**src/rtl/pc_branch_unit.sv**
```systemverilog
// Program counter with three link registers, spc/je/jne handling and halt.
// Optional jump/cycle statistics when PC_BRANCH_STATS_EN is defined.
module pc_branch_unit #(
    parameter int PC_W       = 10,
    parameter int SPC_OFFSET = 2
) (
    input  logic            Clk,
    input  logic            Reset,
    input  logic            Start,
    input  logic            JumpEqual,
    input  logic            JumpNotEqual,
    input  logic            OffsetEn,
    input  logic [1:0]      PCRegSelect,
    input  logic            Ack,
    input  logic            Equal,
`ifdef PC_BRANCH_STATS_EN
    output logic [15:0]     TakenCount,
    output logic [15:0]     CycleCount,
`endif
    output logic [PC_W-1:0] ProgCtr,
    output logic            Done
);

    typedef enum logic [1:0] {
        IDLE,
        RUN,
        DONE
    } state_t;

    state_t                 state;
    state_t                 state_nxt;
    logic [2:0][PC_W-1:0]   link_q;
    logic [2:0][PC_W-1:0]   link_nxt;
    logic [PC_W-1:0]        pc_nxt;
    logic                   done_nxt;
    logic [PC_W-1:0]        link_sel;
    logic [PC_W-1:0]        save_val;
    logic                   sel_any;
    logic                   jump_cond;
    logic                   taken;
    logic                   save;

    assign sel_any   = (PCRegSelect != 2'b00);
    // JumpEqual dominates when the decoder raises both jump flags.
    assign jump_cond = JumpEqual ? Equal : (JumpNotEqual & ~Equal);
    assign taken     = jump_cond & sel_any;
    assign save      = sel_any & ~JumpEqual & ~JumpNotEqual;
    assign save_val  = ProgCtr + (OffsetEn ? PC_W'(SPC_OFFSET) : PC_W'(1));

    always_comb begin
        link_sel = '0;
        unique case (PCRegSelect)
            2'd1:    link_sel = link_q[0];
            2'd2:    link_sel = link_q[1];
            2'd3:    link_sel = link_q[2];
            default: link_sel = '0;
        endcase
    end

    always_comb begin
        state_nxt = state;
        pc_nxt    = ProgCtr;
        link_nxt  = link_q;
        done_nxt  = Done;
        unique case (state)
            IDLE: begin
                pc_nxt   = '0;
                done_nxt = 1'b0;
                if (!Start) state_nxt = RUN;
            end
            RUN: begin
                priority case (1'b1)
                    Start: begin
                        state_nxt = IDLE;
                        pc_nxt    = '0;
                        done_nxt  = 1'b0;
                    end
                    Ack: begin
                        state_nxt = DONE;
                        done_nxt  = 1'b1;
                    end
                    taken: pc_nxt = link_sel;
                    default: begin
                        pc_nxt = ProgCtr + PC_W'(1);
                        if (save) begin
                            unique case (PCRegSelect)
                                2'd1:    link_nxt[0] = save_val;
                                2'd2:    link_nxt[1] = save_val;
                                2'd3:    link_nxt[2] = save_val;
                                default: link_nxt    = link_q;
                            endcase
                        end
                    end
                endcase
            end
            DONE: begin
                done_nxt = 1'b1;
                if (Start) begin
                    state_nxt = IDLE;
                    pc_nxt    = '0;
                    done_nxt  = 1'b0;
                end
            end
            default: begin
                state_nxt = IDLE;
                pc_nxt    = '0;
                done_nxt  = 1'b0;
            end
        endcase
    end

    always_ff @(posedge Clk) begin
        if (Reset) begin
            state   <= IDLE;
            ProgCtr <= '0;
            link_q  <= '0;
            Done    <= 1'b0;
        end else begin
            state   <= state_nxt;
            ProgCtr <= pc_nxt;
            link_q  <= link_nxt;
            Done    <= done_nxt;
        end
    end

`ifdef PC_BRANCH_STATS_EN
    logic run_jump;
    assign run_jump = (state == RUN) & ~Start & ~Ack & taken;

    always_ff @(posedge Clk) begin
        if (Reset) begin
            TakenCount <= '0;
            CycleCount <= '0;
        end else if (state == IDLE && !Start) begin
            TakenCount <= '0;
            CycleCount <= '0;
        end else if (state == RUN) begin
            if (CycleCount != 16'hFFFF) CycleCount <= CycleCount + 16'd1;
            if (run_jump && TakenCount != 16'hFFFF)
                TakenCount <= TakenCount + 16'd1;
        end
    end
`endif

endmodule

```
**config.mk**
```make
export PLATFORM = sky130hd
export DESIGN_NAME = pc_branch_unit
export DESIGN_NICKNAME = d
export VERILOG_FILES = /design/src/rtl/pc_branch_unit.sv
export SDC_FILE = /design/constraint.sdc
export NUM_CORES = 1
export LEC_CHECK = 0
export CORE_MARGIN = 5
export CORE_UTILIZATION = 55
export DETAILED_ROUTE_END_ITERATION = 6
export PLACE_DENSITY_LB_ADDON = 0.2
export SLEW_MARGIN = 20
export SYNTH_ARGS = -nofsm -noshare
export SYNTH_HDL_FRONTEND = slang
export SYNTH_SLANG_ARGS = --single-unit
export TNS_END_PERCENT = 20
```
**constraint.sdc**
```tcl
create_clock -name Clk -period 3.2 [get_ports Clk]
set_input_delay 0.64 -clock Clk [delete_from_list [all_inputs] [get_ports Clk]]
set_output_delay 0.64 -clock Clk [all_outputs]
set_load 0.01 [all_outputs]
```
==> results of run 1 <==
==> power groups by stage <==
stage / logic (mW) / clock network, mW / registers [mW]
final: 0.113 / 0.431 / 0.546
after global routing: 0.125 / 0.460 / 0.547
after CTS: 0.113 / 0.439 / 0.546
after detailed placement: 0.112 / 0 / 0.558
after global placement: 0.112 / 0 / 0.558
after floorplan: 0.0749 / 0 / 0.558
==> path summary, 6_finish.rpt <==
kind / to / cells past startpoint / from
max: link_q[3] / 6 / Ack
min: link_q[27] / 2 / link_q[27]
max reg2reg: link_q[3] / 7 / state[1]
min reg2reg: link_q[27] / 2 / link_q[27]
==> kinds of logic after synthesis <==
family / share of synthesized area, %
fa+ha+maj: 4.74
buf+inv: 5.34
mux: 9.53
simple gates: 19.4
flops: 37.9
xor+xnor: 3.09
compound gates: 20.0
==> state kept, by name (all words and copies together), names as in the netlist <==
signal,cells
ProgCtr,10
state,2
Done,1
link_q,30
==> placed cells by master, fill, tap and decap left out, drive strengths merged, types with 9 or more instances in the layout <==
cell / count
buf: 9
a211oi: 21
nor2: 42
mux2i: 16
nand2: 12
o21ai: 13
dfxtp: 43
clkdlybuf4s50: 20
nor3: 9
a21oi: 11
inv: 10
==> metal layers <==
layer / track usage, % / vias to the layer above
li1: - / 971
met1: 29.5 / 895
met2: 29.9 / 31
met3: 3.78 / 7
met4: 8.89 / 0
met5: 0 / -
==> stage by stage <==
| step | instances | instance area [µm²] | setup slack (ns) | total power, mW |
|---|---|---|---|---|
| 2_1_floorplan | 257 | 2270 | 1.12 | 0.633 |
| 6_report | 330 | 2630 | 0.803 | 1.09 |
| 4_1_cts | 330 | 2630 | 0.815 | 1.10 |
| 3_3_place_gp | 322 | 2520 | 0.548 | 0.670 |
| 3_5_place_dp | 322 | 2520 | 0.510 | 0.671 |
| 5_1_grt | 330 | 2630 | 0.677 | 1.13 |
==> worst reg2reg max path: stages (launching register included) <==
cell and delay, ns:
dfxtp_1 0.34, inv_1 0.10, ha_1 0.26, nand2b_4 0.09, or4_4 0.48, nor3_4 0.52, nor2_1 0.11, a211oi_1 0.25
==> Yosys cell counts (2+ instances only) <==
cell | instances | area (µm²)
nand2_1 | 12 | 45.0
mux2_1 | 5 | 56.3
a21oi_1 | 11 | 55.1
a22oi_1 | 2 | 15.0
o22ai_1 | 2 | 12.5
a31oi_1 | 3 | 18.8
o21ai_0 | 7 | 35.0
dfxtp_1 | 43 | 861
nor2b_1 | 2 | 12.5
buf_6 | 4 | 45.0
nor3_4 | 3 | 48.8
o2bb2ai_1 | 3 | 26.3
nand3_1 | 7 | 35.0
nor3b_1 | 2 | 15.0
o21ai_1 | 6 | 30.0
inv_1 | 8 | 30.0
o32ai_1 | 2 | 17.5
nor4_1 | 4 | 25.0
clkbuf_1 | 9 | 33.8
inv_2 | 2 | 7.51
nor3_1 | 6 | 30.0
a221oi_1 | 2 | 17.5
and3_1 | 4 | 25.0
a211oi_1 | 19 | 143
nor2_1 | 41 | 154
xnor2_1 | 7 | 61.3
a211oi_2 | 2 | 25.0
mux2i_1 | 16 | 160
ha_1 | 7 | 87.6
==> area by class of cell <==
type                    count  share of cell area, %
multi-input cells         190                   49.0
flip-flops and latches     43                   32.7
repair buffers             29                   10.2
clock buffers               5                   2.62
well taps                  50                   2.38
clock inverters             3                   1.67
inverters                  10                   1.43
==> out/metrics.yaml, run 1 <==
drive_gt1_share_pct: 9.64
critPathCaptureType: "flip-flop"
die_h_um: 74.3
holdWs_ns: 0.504
worstSetupPathType: "input pin to flip-flop"
die-area_um2: 5510
period_minus_slack_ns: 2.40
route.vias.total: 1904
switchingPower_mw: 0.269
ys_seq_area_share_pct: 37.9
combPwrFrac_pct: 10.3
path_cells: "clkdlybuf4s50_1 -> nand2b_4 -> or4_4 -> nor3_4 -> nor2_1 -> a211oi_1"
ioPinCount: 21
fin_nets: 297
wl_met3_um: 159
cts_hold_buf: 0
cts_tree: "yes"
clk_pin_slew_ns: 0.09
rsz0062_at_grt: "no"
arrival_ns: 2.61
yosysWarningCount: 0
p_per_area_nw_per_um2: 414
grtUsageTotal_pct: 20.5
multiInputGateArea_um2: 1290
critical_path_buf_inv_count: 1
cpLargestDelayFamily: "simple AND/OR/NAND/NOR gates"
totalWireLength_um: 5040
wire_per_inst_um: 15.3
grt_max_degree: 40
grt_pass1_wl_um: 8710
cts_sinks: 43
slew_violations: 0
cap_violations: 0
fp.dieW_um: 74.3
via_per_inst: 5.77
synth_edf_count: 0
power_leakage_nw: 0.910
setup_viol: 0
synth_area_um2: 2270
status: "completed"
cts_resized: 0
drtAntennaViolNets: 0
slew_headroom_pct: 57.6
cts-htree-levels: 2
final_util_pct: 65.7
port-buffer-count: 20
hold_viol: 0
ys_async_sr_fraction_pct: 0
top_layer_used: "met4"
hpwl_um: 3640
diodes: 0
firstDrtPassIters: 4
pwr-share-clk_pct: 39.5
worst-r2r-setup-slack_ns: 0.96
clock.fmax_ghz: 0.417
dr_wl_met2_um: 2140
hold_class: "flip-flop to flip-flop"
grt_overflow: 0
syn2layout_area_growth_pct: 15.8
wl_met1_um: 2690
numCtsBuffers: 5
worstPathMaxFanout: 16
cp.required_ns: 3.42
seq_area_um2: 861
internal-power_mw: 0.820
start_util_pct: 56.8
peakVddDrop_mv: 0.309
ctsRootBufferMaster: "clkbuf_8"
cts_buffer_depth: 2
clk_latency_ns: 0.31
synth_cell_types: 45
drc: 0
synth_ff_type: "dfxtp_1"
first_global_vias: 1894
tightest_slew_ns: 0.635
cp_slowest_cell: "nor3_4"
place_congestion: 0.854
swShare_pct: 24.7
seqPwrFrac_pct: 50.1
finalClockSkew_ns: 0.00727
ys_seq_elements: 43
fin_crit_sh_pct: 74.9
slowest_delay_ns: 0.52
crit_path_start_kind: "input pin"
syn_inst: 257
rows: 23
post_cts_buffers: 0
antenna_found_initial: 0
tns_ns: 0
fillerInstances: 346
dr.first_iter.drc_count: 122
core_area_um2: 4000
syn_nets: 275
avgSynthCellArea_um2: 8.84
No activity file was read; power rests on OpenSTA's default activity.
==> run 2: changes to the inputs <==
--- a/config.mk
+++ b/config.mk
@@ -6,7 +6,7 @@
 export NUM_CORES = 1
 export LEC_CHECK = 0
 export CORE_MARGIN = 5
-export CORE_UTILIZATION = 55
+export CORE_UTILIZATION = 51
 export DETAILED_ROUTE_END_ITERATION = 6
 export PLACE_DENSITY_LB_ADDON = 0.2
 export SLEW_MARGIN = 20
==> constraint.sdc (replaced) <==
create_clock -name Clk -period 2 [get_ports Clk]
set_input_delay 0.4 -clock Clk [delete_from_list [all_inputs] [get_ports Clk]]
set_output_delay 0.4 -clock Clk [all_outputs]
set_load 0.01 [all_outputs]
==> out/metrics.yaml, run 2 (synthesized netlist as in run 1, its figures left out) <==
status: "completed"  # unchanged
numCtsBuffers: 5  # unchanged
clk_latency_ns: 0.30  # was 0.31 ns
clk_pin_slew_ns: 0.08  # was 0.09 ns
fin_nets: 322  # was 297
grt_max_degree: 19  # was 40
setup_ws_ns: 0.0826  # was 0.803 ns
cts_sinks: 43  # unchanged
final_util_pct: 67.2  # was 65.7%
route.vias.total: 1998  # was 1904
arrival_ns: 2.11  # was 2.61 ns
start_util_pct: 52.5  # was 56.8%
cts_buffer_depth: 2  # unchanged
critPathCaptureType: "flip-flop"  # unchanged
cts_resized: 0  # unchanged
slowest_delay_ns: 0.48  # was 0.52 ns
grt_overflow: 0  # unchanged
clock.fmax_ghz: 0.522
largest_reg_flops: 30  # unchanged
final_cells: 357  # was 330
cts-htree-levels: 2  # unchanged
place_congestion: 0.886  # was 0.854
holdWs_ns: 0.501  # was 0.504 ns
firstDrtPassIters: 4  # unchanged
drive_gt1_share_pct: 19.7  # was 9.64%
cts_hold_buf: 0  # unchanged
ioPinCount: 21  # unchanged
dpl.cell_count: 349  # was 322
fin_crit_sh_pct: 95.9
core_area_um2: 4320  # was 4000 µm²
rsz0062_at_grt: "no"  # unchanged
diodes: 0  # unchanged
drc: 0  # unchanged
critical_path_buf_inv_count: 2  # was 1
drtAntennaViolNets: 0  # unchanged
cp.required_ns: 2.19  # was 3.42 ns
slew_headroom_pct: 71.5  # was 57.6%
die-area_um2: 5890  # was 5510 µm²
crit_path_start_kind: "input pin"  # unchanged
rows: 24  # was 23
tightest_slew_ns: 0.424  # was 0.635 ns
top_register: "link_q"  # unchanged
final_cell_area_um2: 2910  # was 2630 µm²
port-buffer-count: 20  # unchanged
tns_ns: 0  # unchanged
reg_top3: "link_q x30, ProgCtr x10, state x2"  # unchanged
worstPathMaxFanout: 17  # was 16
hpwl_um: 3940  # was 3640 µm
cts_tree: "yes"  # unchanged
hold_class: "flip-flop to flip-flop"  # unchanged
first_global_vias: 1981  # was 1894
power_mw: 1.78  # was 1.09 mW
slew_violations: 0  # unchanged
finalClockSkew_ns: 0.00580  # was 0.00727 ns
path_cells: "clkdlybuf4s50_1 -> nand2b_4 -> or4_4 -> nor3_4 -> buf_12 -> mux2i_1 -> nor2_1"  # was clkdlybuf4s50_1 -> nand2b_4 -> or4_4 -> nor3_4 -> nor2_1 -> a211oi_1
dr.first_iter.drc_count: 77  # was 122
ctsRootBufferMaster: "clkbuf_8"  # unchanged
peakVddDrop_mv: 0.378  # was 0.309 mV
cap_violations: 0  # unchanged
power_leakage_nw: 1.04  # was 0.910 nW
syn2layout_area_growth_pct: 28.0  # was 15.8%
die_h_um: 76.7  # was 74.3 µm
worstSetupPathType: "input pin to flip-flop"  # unchanged
layout_commonest_cell: "dfxtp_1"  # unchanged
via_per_inst: 5.60  # was 5.77
fillerInstances: 379  # was 346
antenna_found_initial: 0  # unchanged
hold_viol: 0  # unchanged
setup_viol: 0  # unchanged
placed_area_um2: 2770  # was 2520 µm²
wire_per_inst_um: 14.5  # was 15.3 µm
cpLargestDelayFamily: "simple AND/OR/NAND/NOR gates"  # unchanged
period_minus_slack_ns: 1.92
grtUsageTotal_pct: 18.9  # was 20.5%
grt_pass1_wl_um: 9290  # was 8710 µm
p_per_area_nw_per_um2: 611  # was 414 nW/µm²
pre_cts_slack_ns: -0.231  # was 0.510 ns
totalWireLength_um: 5170  # was 5040 µm
layout_common_cells: "dfxtp_1, nor2_1, buf_4"  # was dfxtp_1, nor2_1, clkdlybuf4s50_1
post_cts_buffers: 0  # unchanged
fp.dieW_um: 76.7  # was 74.3 µm
cp_slowest_cell: "or4_4"  # was nor3_4
==> run 2: cell types whose count changed in the layout (fill, tap and decap cells not counted), sizes merged <==
| cell | change |
|---|---|
| buf | +25 |
==> run 2: final cells by class <==
type / count / area [µm²] / area share [%]
Inverter: 10 / 37.5 / 1.29
Clock buffer: 5 / 68.8 / 2.37
Timing Repair Buffer: 54 / 505 / 17.4
Clock inverter: 3 / 43.8 / 1.51
Sequential cell: 43 / 861 / 29.6
Tap cell: 52 / 65.1 / 2.24
Multi-Input combinational cell: 190 / 1330 / 45.6
==> run 2: worst min-delay path, cell delays in order, from the launching register on <==
cell and delay [ns]:
dfxtp_1 0.31, nor2_1 0.10, a211oi_1 0.05
==> run 2: metal layers <==
layer | GRT usage (%) | vias to the layer above | part of all wire [%] | wire (µm)
met1 | 26.3 | 931 | 51 | 2630
met3 | 3.98 | 11 | 2.4 | 125
met5 | 0 | - | 0 | 0
met2 | 29.3 | 31 | 45 | 2320
li1 | - | 1025 | - | -
met4 | 5.59 | 0 | 1.8 | 91
==> run 2: worst paths after layout <==
path / startpoint / cells after the start / slack [ns] / endpoint
worst max-delay path: Ack / 7 / 0.08 / link_q[10]
worst min-delay path: link_q[24] / 2 / 0.50 / link_q[24]
worst max register to register: state[1] / 8 / 0.09 / link_q[10]
worst min register to register: link_q[24] / 2 / 0.50 / link_q[24]
==> run 2: power breakdown <==
| part | switching (mW) | internal [mW] |
|---|---|---|
| logic | 0.113 | 0.108 |
| registers | 0.00961 | 0.865 |
| clock network | 0.309 | 0.372 |
==> run 3: changes to the inputs <==
--- a/config.mk
+++ b/config.mk
@@ -5,6 +5,7 @@
 export SDC_FILE = /design/constraint.sdc
 export NUM_CORES = 1
 export LEC_CHECK = 0
+export CAP_MARGIN = 10
 export CORE_MARGIN = 5
 export CORE_UTILIZATION = 51
 export DETAILED_ROUTE_END_ITERATION = 6
==> results of run 3 <==
Final layout, timing and power as in run 2 (identical DEF).
==> RTL edit 1 (config.mk and constraints of run 3) <==
Re-encode `state_t` (3 states) as one-hot, 3 bits wide.
--- a/src/rtl/pc_branch_unit.sv
+++ b/src/rtl/pc_branch_unit.sv
@@ -22,8 +22,8 @@
 );
 
-    typedef enum logic [1:0] {
-        IDLE,
-        RUN,
-        DONE
+    typedef enum logic [2:0] {
+        IDLE = 3'b001,
+        RUN  = 3'b010,
+        DONE = 3'b100
     } state_t;
 
Formal check against the unedited RTL: no difference found for any inputs over 4 cycles, from zero or initial values and one cycle with Reset high; so few cycles prove little.
==> RTL edit 1 against run 3 <==
  * Clock skew is 4.6 ps higher
  * Routed wire length fell by 0.93%
  * Highest routed layer unchanged
  * Non-clock buffer count decreased by 10
  * Final area decreased by 1.8%
  * Setup slack better by 77 ps
  * Global-route usage is 0.71 points lower
  * Sequential cell count rose by 1
  * Clock power is 1% higher
  * Utilization down 2.5 points
  * Sequential share of layout area rose by 1.2 points
  * Final cell count shrank 2.2%
  * Power shrank 4.4%
  * Synthesized area increased by 3.9%
==> RTL edit 1: results (changes against run 3) <==
The flop-to-flop setup slack was 280 ps (+190 ps). The minimum setup slack after placement is -408 ps (-177 ps). The met1 usage is 24.4% (-1.9 points). Ranked by instance count, the synthesized netlist is headed by 44 x sky130_fd_sc_hd__dfxtp_1, 27 x sky130_fd_sc_hd__nor2_1, 21 x sky130_fd_sc_hd__a21oi_1, 20 x sky130_fd_sc_hd__nand2_1, 14 x sky130_fd_sc_hd__a211oi_1. The iteration-0 DRC count of the detailed router is 124 (+61%). Tracing the worst setup path back leads to its startpoint at ProgCtr[2]. The number of global-route vias before repair came out at 1938 (-2.2%). The critical register-to-register path endpoint is link_q[29]. The flow ran to the end, and the final reports show no timing, DRC or antenna violations. The half-perimeter wire length of the detailed placement result is 3630 um (-7.7%). The synthesized net count is 281 (+2.2%). The sum of routed wire segments on met1 came out at 2500 um (-5.1%). For hold timing, the worst endpoint is link_q[29]. The wire length per cell is 14.7 um (+1.3%). The critical path's largest stage delay is 610 ps (+130 ps).

The maximum fanout encountered on the critical timing path is 11 (-6). The leakage power figure is 0.995 nW (-4.7%). The minimum hold slack was 458 ps (-43.8 ps). The fraction of power spent switching nets was 22.8% (-1.5 points). The arrival time at the worst endpoint is 1440 ps (-670 ps). The shortest period the worst path allows is 1840 ps (-77.1 ps). The met2 layer wire length in the routed design is 2380 um (+2.6%). The met3 usage is 3.78% (-0.21 points). The global-route total usage across every layer came out at 18.2% (-0.71 points). The wire length of the first global-routing pass was 9100 um (-2.0%).

The setup clock skew after layout is 10.4 ps (+4.63 ps). The clock transition time at the flip-flop clock pins of the worst setup and hold paths is about 90 ps. The met3 routed wirelength came out at 171 um (+37%). The largest total area in the synthesized netlist belongs to sky130_fd_sc_hd__dfxtp_1. The total CTS buffers is 5 (unchanged).

The mean number of vias per cell came out at 5.58 (-0.37%). The hold path depth was 2 (unchanged). The startpoint identified for the worst hold timing path is link_q[29]. The pin count of the biggest net entering global routing is 36 (+17). The fraction of power consumed by sequential logic is 51.9% (+2.7 points). In this run the critical register-to-register path is launched from ProgCtr[0]. The max-slew headroom at the worst pin came to 70.7% (-0.77 points). The weighted congestion at the end of routability-driven global placement came out at 0.809 (-8.6%). The met2 capacity usage during global routing is 29.2% (-0.072 points).

The class of the most critical hold timing path is flip-flop to flip-flop. The cell type of the slowest stage on the worst timing path is sky130_fd_sc_hd__clkdlybuf4s50_1. The share of power burned in combinational logic is 7.5% (-5.0 points). The most critical setup path has its endpoint at ProgCtr[2]. The share of the yosys chip area belonging to registers was 37.3% (-0.58 points).

The fraction of final layout cells sized beyond drive strength 1 is 16.5% (-3.2 points). Yosys attributes the largest share of cell area to sky130_fd_sc_hd__dfxtp_1 37%, sky130_fd_sc_hd__a211oi_1 4.5%, sky130_fd_sc_hd__a21oi_1 4.5%. The count of nets after finishing came to 310 (-3.7%). The cell family contributing the most delay on the critical path is buffers and inverters.

The filler cell count came out at 372 (-1.8%).
[RTL edit 1: changes by cell type after synthesis, moves of 6 or more]
| cell | change |
|---|---|
| sky130_fd_sc_hd__or2_0 | +8 |
| sky130_fd_sc_hd__o21ai_0 | -6 |
| sky130_fd_sc_hd__mux2i_1 | -9 |
| sky130_fd_sc_hd__buf_2 | +6 |
| sky130_fd_sc_hd__nor2b_1 | +7 |
| sky130_fd_sc_hd__nand2_1 | +8 |
| sky130_fd_sc_hd__inv_1 | -6 |
| sky130_fd_sc_hd__nor2_1 | -14 |
| sky130_fd_sc_hd__a21oi_1 | +10 |
| sky130_fd_sc_hd__a22oi_1 | +9 |
[RTL edit 1: logic make-up (layout without fill, tap and decap cells)]
| kind of cell | count (synthesis) | in the layout | share of synthesized area [%] |
|---|---|---|---|
| and+or+nand+nor | 101 | 101 | 23.9 |
| AOI/OAI and AO/OA | 66 | 66 | 18.4 |
| DFF | 44 | 44 | 37.3 |
| buffers and inverters | 24 | 54 | 6.10 |
| muxes | 17 | 17 | 7.74 |
| xor gates and xnor gates | 11 | 11 | 4.08 |
| adders and majority gates | 4 | 4 | 2.44 |
[RTL edit 1: per-stage QoR]
step	total power [mW]	cells	area, um2
2_1_floorplan	0.969	267	2360
3_3_place_gp	1.03	341	2730
3_5_place_dp	1.03	341	2730
4_1_cts	1.73	349	2860
5_1_grt	1.77	349	2860
6_report	1.70	349	2860
[RTL edit 1: timing repair]
action                     CTS  global route
setup buffers                0             0
setup endpoints to repair    9             0
gates resized for setup      3             0
[RTL edit 1: cell type report]
type	count	share of cell area, %
Multi-Input combinational cell	199	47.1
Inverter	2	0.263
Clock buffer	5	2.41
Sequential cell	44	30.8
Clock inverter	3	1.66
Tap cell	52	2.28
Timing Repair Buffer	44	15.5
==> RTL edit 2 (config.mk and constraints of run 3) <==
Without the edit above. Add a define of `PC_BRANCH_STATS_EN`.
--- a/src/rtl/pc_branch_unit.sv
+++ b/src/rtl/pc_branch_unit.sv
@@ -1,4 +1,6 @@
 // Program counter with three link registers, spc/je/jne handling and halt.
 // Optional jump/cycle statistics when PC_BRANCH_STATS_EN is defined.
+`define PC_BRANCH_STATS_EN
+
 module pc_branch_unit #(
     parameter int PC_W       = 10,
Behaviour (old outputs only; new: CycleCount and TakenCount): unchanged (Yosys induction, for registers that start in step).
==> RTL edit 2 against run 3 <==
  * Final area is 73% higher
  * First-iteration DRC count is 60% higher
  * Clock skew is 2.3 ps higher
  * Sequential share of layout area is 0.32 points higher
  * Routed wire length is 82% higher
  * Hold slack worse by 3.1 ps
  * Power is 65% higher
  * Synthesized area is 68% higher
  * Combinational power is 32% higher
  * Sequential cell count is 32 higher
  * Critical path depth is 1 lower
  * Global-route usage is 2.8 points higher
  * Setup slack worse by 61 ps
  * Largest cell class unchanged
==> RTL edit 2: results (changes against run 3) <==
The count of nets left with antenna violations after detail routing came out at 0 (unchanged). The clock transition time at the flip-flop clock pins of the worst setup and hold paths came out at 80 ps (about the same). The maximum fanout encountered on the critical timing path came to 5 (-12).

The buffer levels on the longest clock path is 2 (unchanged). The pin count of the biggest net entering global routing is 24 (+5). The unique cell type count in the Yosys netlist came out at 56 (+24%). The number of global-route vias before repair was 3457 (+75%). The fraction of final layout cells sized beyond drive strength 1 was 17.3% (-2.4 points).

The number of H-tree levels came out at 3 (+1). The total CTS buffers is 9 (+4). The count of nets after finishing is 543 (+69%). The arrival time at the worst endpoint came to 2220 ps (+110 ps). The synthesized net count is 455 (+65%). The mean number of vias per cell was 5.56 (-0.59%). The largest registers in the layout are link_q: 30 flops, CycleCount: 16 flops, TakenCount: 16 flops. The total of warnings raised by yosys came out at 0 (unchanged). The register containing the most flip-flops in the final layout is link_q. In this run the worst hold path is classified as flip-flop to flip-flop. The minimum setup slack after placement came out at -465 ps (-234 ps).

The hold path depth is 2 (unchanged). The half-perimeter wire length of the detailed placement result came to 6970 um (+77%). The number of cell instances on the worst register-to-register path is 8 (unchanged).

The hold-fix buffer count after cts came to 0 (unchanged). The worst IR drop on VDD is 0.338 mV (-11%). The post-CTS repair timing setup buffer count came out at 0 (unchanged).

The number of antenna violations at the first check in global routing is 0 (unchanged). The final antenna diode count came out at 0 (unchanged). In the synthesized netlist the dominant register cell turns out to be sky130_fd_sc_hd__dfxtp_1. The global-route total usage across every layer came to 21.7% (+2.8 points). The share of the yosys chip area belonging to registers came to 39.3% (+1.4 points). The leakage power figure is 1.74 nW (+66%). The weighted congestion at the end of routability-driven global placement is 0.856 (-3.3%). Counting instances in the post-synthesis netlist gives the leading cell types as 75 x sky130_fd_sc_hd__dfxtp_1, 69 x sky130_fd_sc_hd__nor2_1, 21 x sky130_fd_sc_hd__a211oi_1. Ranked by total cell area, the synthesized netlist is headed by sky130_fd_sc_hd__dfxtp_1 39%, sky130_fd_sc_hd__nor2_1 6.8%, sky130_fd_sc_hd__xnor2_1 4.6%. The share of flip-flops with an asynchronous set or reset after synthesis came out at 0% (unchanged). The clock latency on the worst-skew pair was 350 ps (+50 ps). The filler cell count came out at 641 (+69%). The wire length of the first global-routing pass came out at 15900 um (+72%). The routed wire length is 9380 um (+82%). CTS placed an instance of sky130_fd_sc_hd__clkbuf_8 at the clock tree root.

The max-slew headroom at the worst pin is 57.0% (-14 points). The iteration-0 DRC count of the detailed router is 123 (+60%). The setup clock skew after layout came out at 8.08 ps (+2.28 ps).

The first-pass iteration count of the detailed router is 4 (unchanged). The number of port buffers is 52 (+160%). The run finished with clean final reports.
## RTL edit 2: cell count changes after synthesis, sizes merged, moves of 7 or more
cell           run 3  this run
clkbuf             9        20
nand2             12        20
a22o               1         8
nor2              42        72
xnor2              7        20
nand3              7        19
nand4              0         7
xor2               1        14
a21oi             11        20
dfxtp             43        75
## RTL edit 2: cell type report
type                            instances  area share, %
Clock buffer                            9           2.46
Timing Repair Buffer                   98           17.6
Sequential cell                        75           29.9
Tap cell                               99           2.46
Inverter                               14           1.05
Clock inverter                          6           1.15
Multi-Input combinational cell        325           45.4
## RTL edit 2: final timing paths
path / slack [ps] / start / end
worst max-delay path: 20 / Equal / TakenCount[13]
worst min-delay path: 500 / link_q[18] / link_q[18]
worst max register to register: 70 / state[1] / TakenCount[5]
worst min register to register: 500 / link_q[18] / link_q[18]
## RTL edit 2: per-layer routing
layer  vias to the layer above  global-route usage (%)  part of all wire (%)
met5                         -                       0                     0
met4                         0                    9.70                   2.3
met3                        22                    4.11                   4.2
met2                        69                    36.8                    50
met1                      1650                    26.6                    44
li1                       1742                       -                     -
## RTL edit 2: kinds of logic after synthesis
group,count (synthesis),synth area share [%]
buffers and inverters,35,3.44
AND/OR/NAND/NOR,172,22.5
XOR/XNOR,34,7.79
AO/OA/AOI/OAI,86,17.2
flip-flops,75,39.3
adder cells (fa/ha/maj),10,3.47
multiplexers,23,6.35
## RTL edit 2: per-stage QoR
stage	cell area [um2]	util [%]	total power [mW]	std cells	hold WS, ps
3_5_place_dp	4770	65.4	1.84	611	488
6_report	5030	68.9	2.93	626	498
3_3_place_gp	4770	65.4	1.83	611	469
5_1_grt	5030	68.9	3.06	626	521
4_1_cts	5000	68.5	2.96	626	501
2_1_floorplan	3840	-	1.71	435	453
## RTL edit 2: what timing repair did
action	in CTS	in global routing
pin swaps	9	5
resized for setup	7	9
setup endpoints to repair	5	28
## RTL edit 2: worst max-delay path, stage by stage
cell and delay, ps:
sky130_fd_sc_hd__clkdlybuf4s50_1 420, sky130_fd_sc_hd__or3b_4 390, sky130_fd_sc_hd__a2111o_4 530, sky130_fd_sc_hd__a2111oi_4 240, sky130_fd_sc_hd__xnor2_1 180, sky130_fd_sc_hd__nor2_1 60
## RTL edit 2: power by group
part | internal [mW] | switching [mW] | total (mW) | leakage (nW)
combinational | 0.134 | 0.158 | 0.292 | 1.04
sequential | 1.51 | 0.0126 | 1.52 | 0.605
clock | 0.560 | 0.554 | 1.11 | 0.0946
total | 2.20 | 0.724 | 2.93 | 1.74
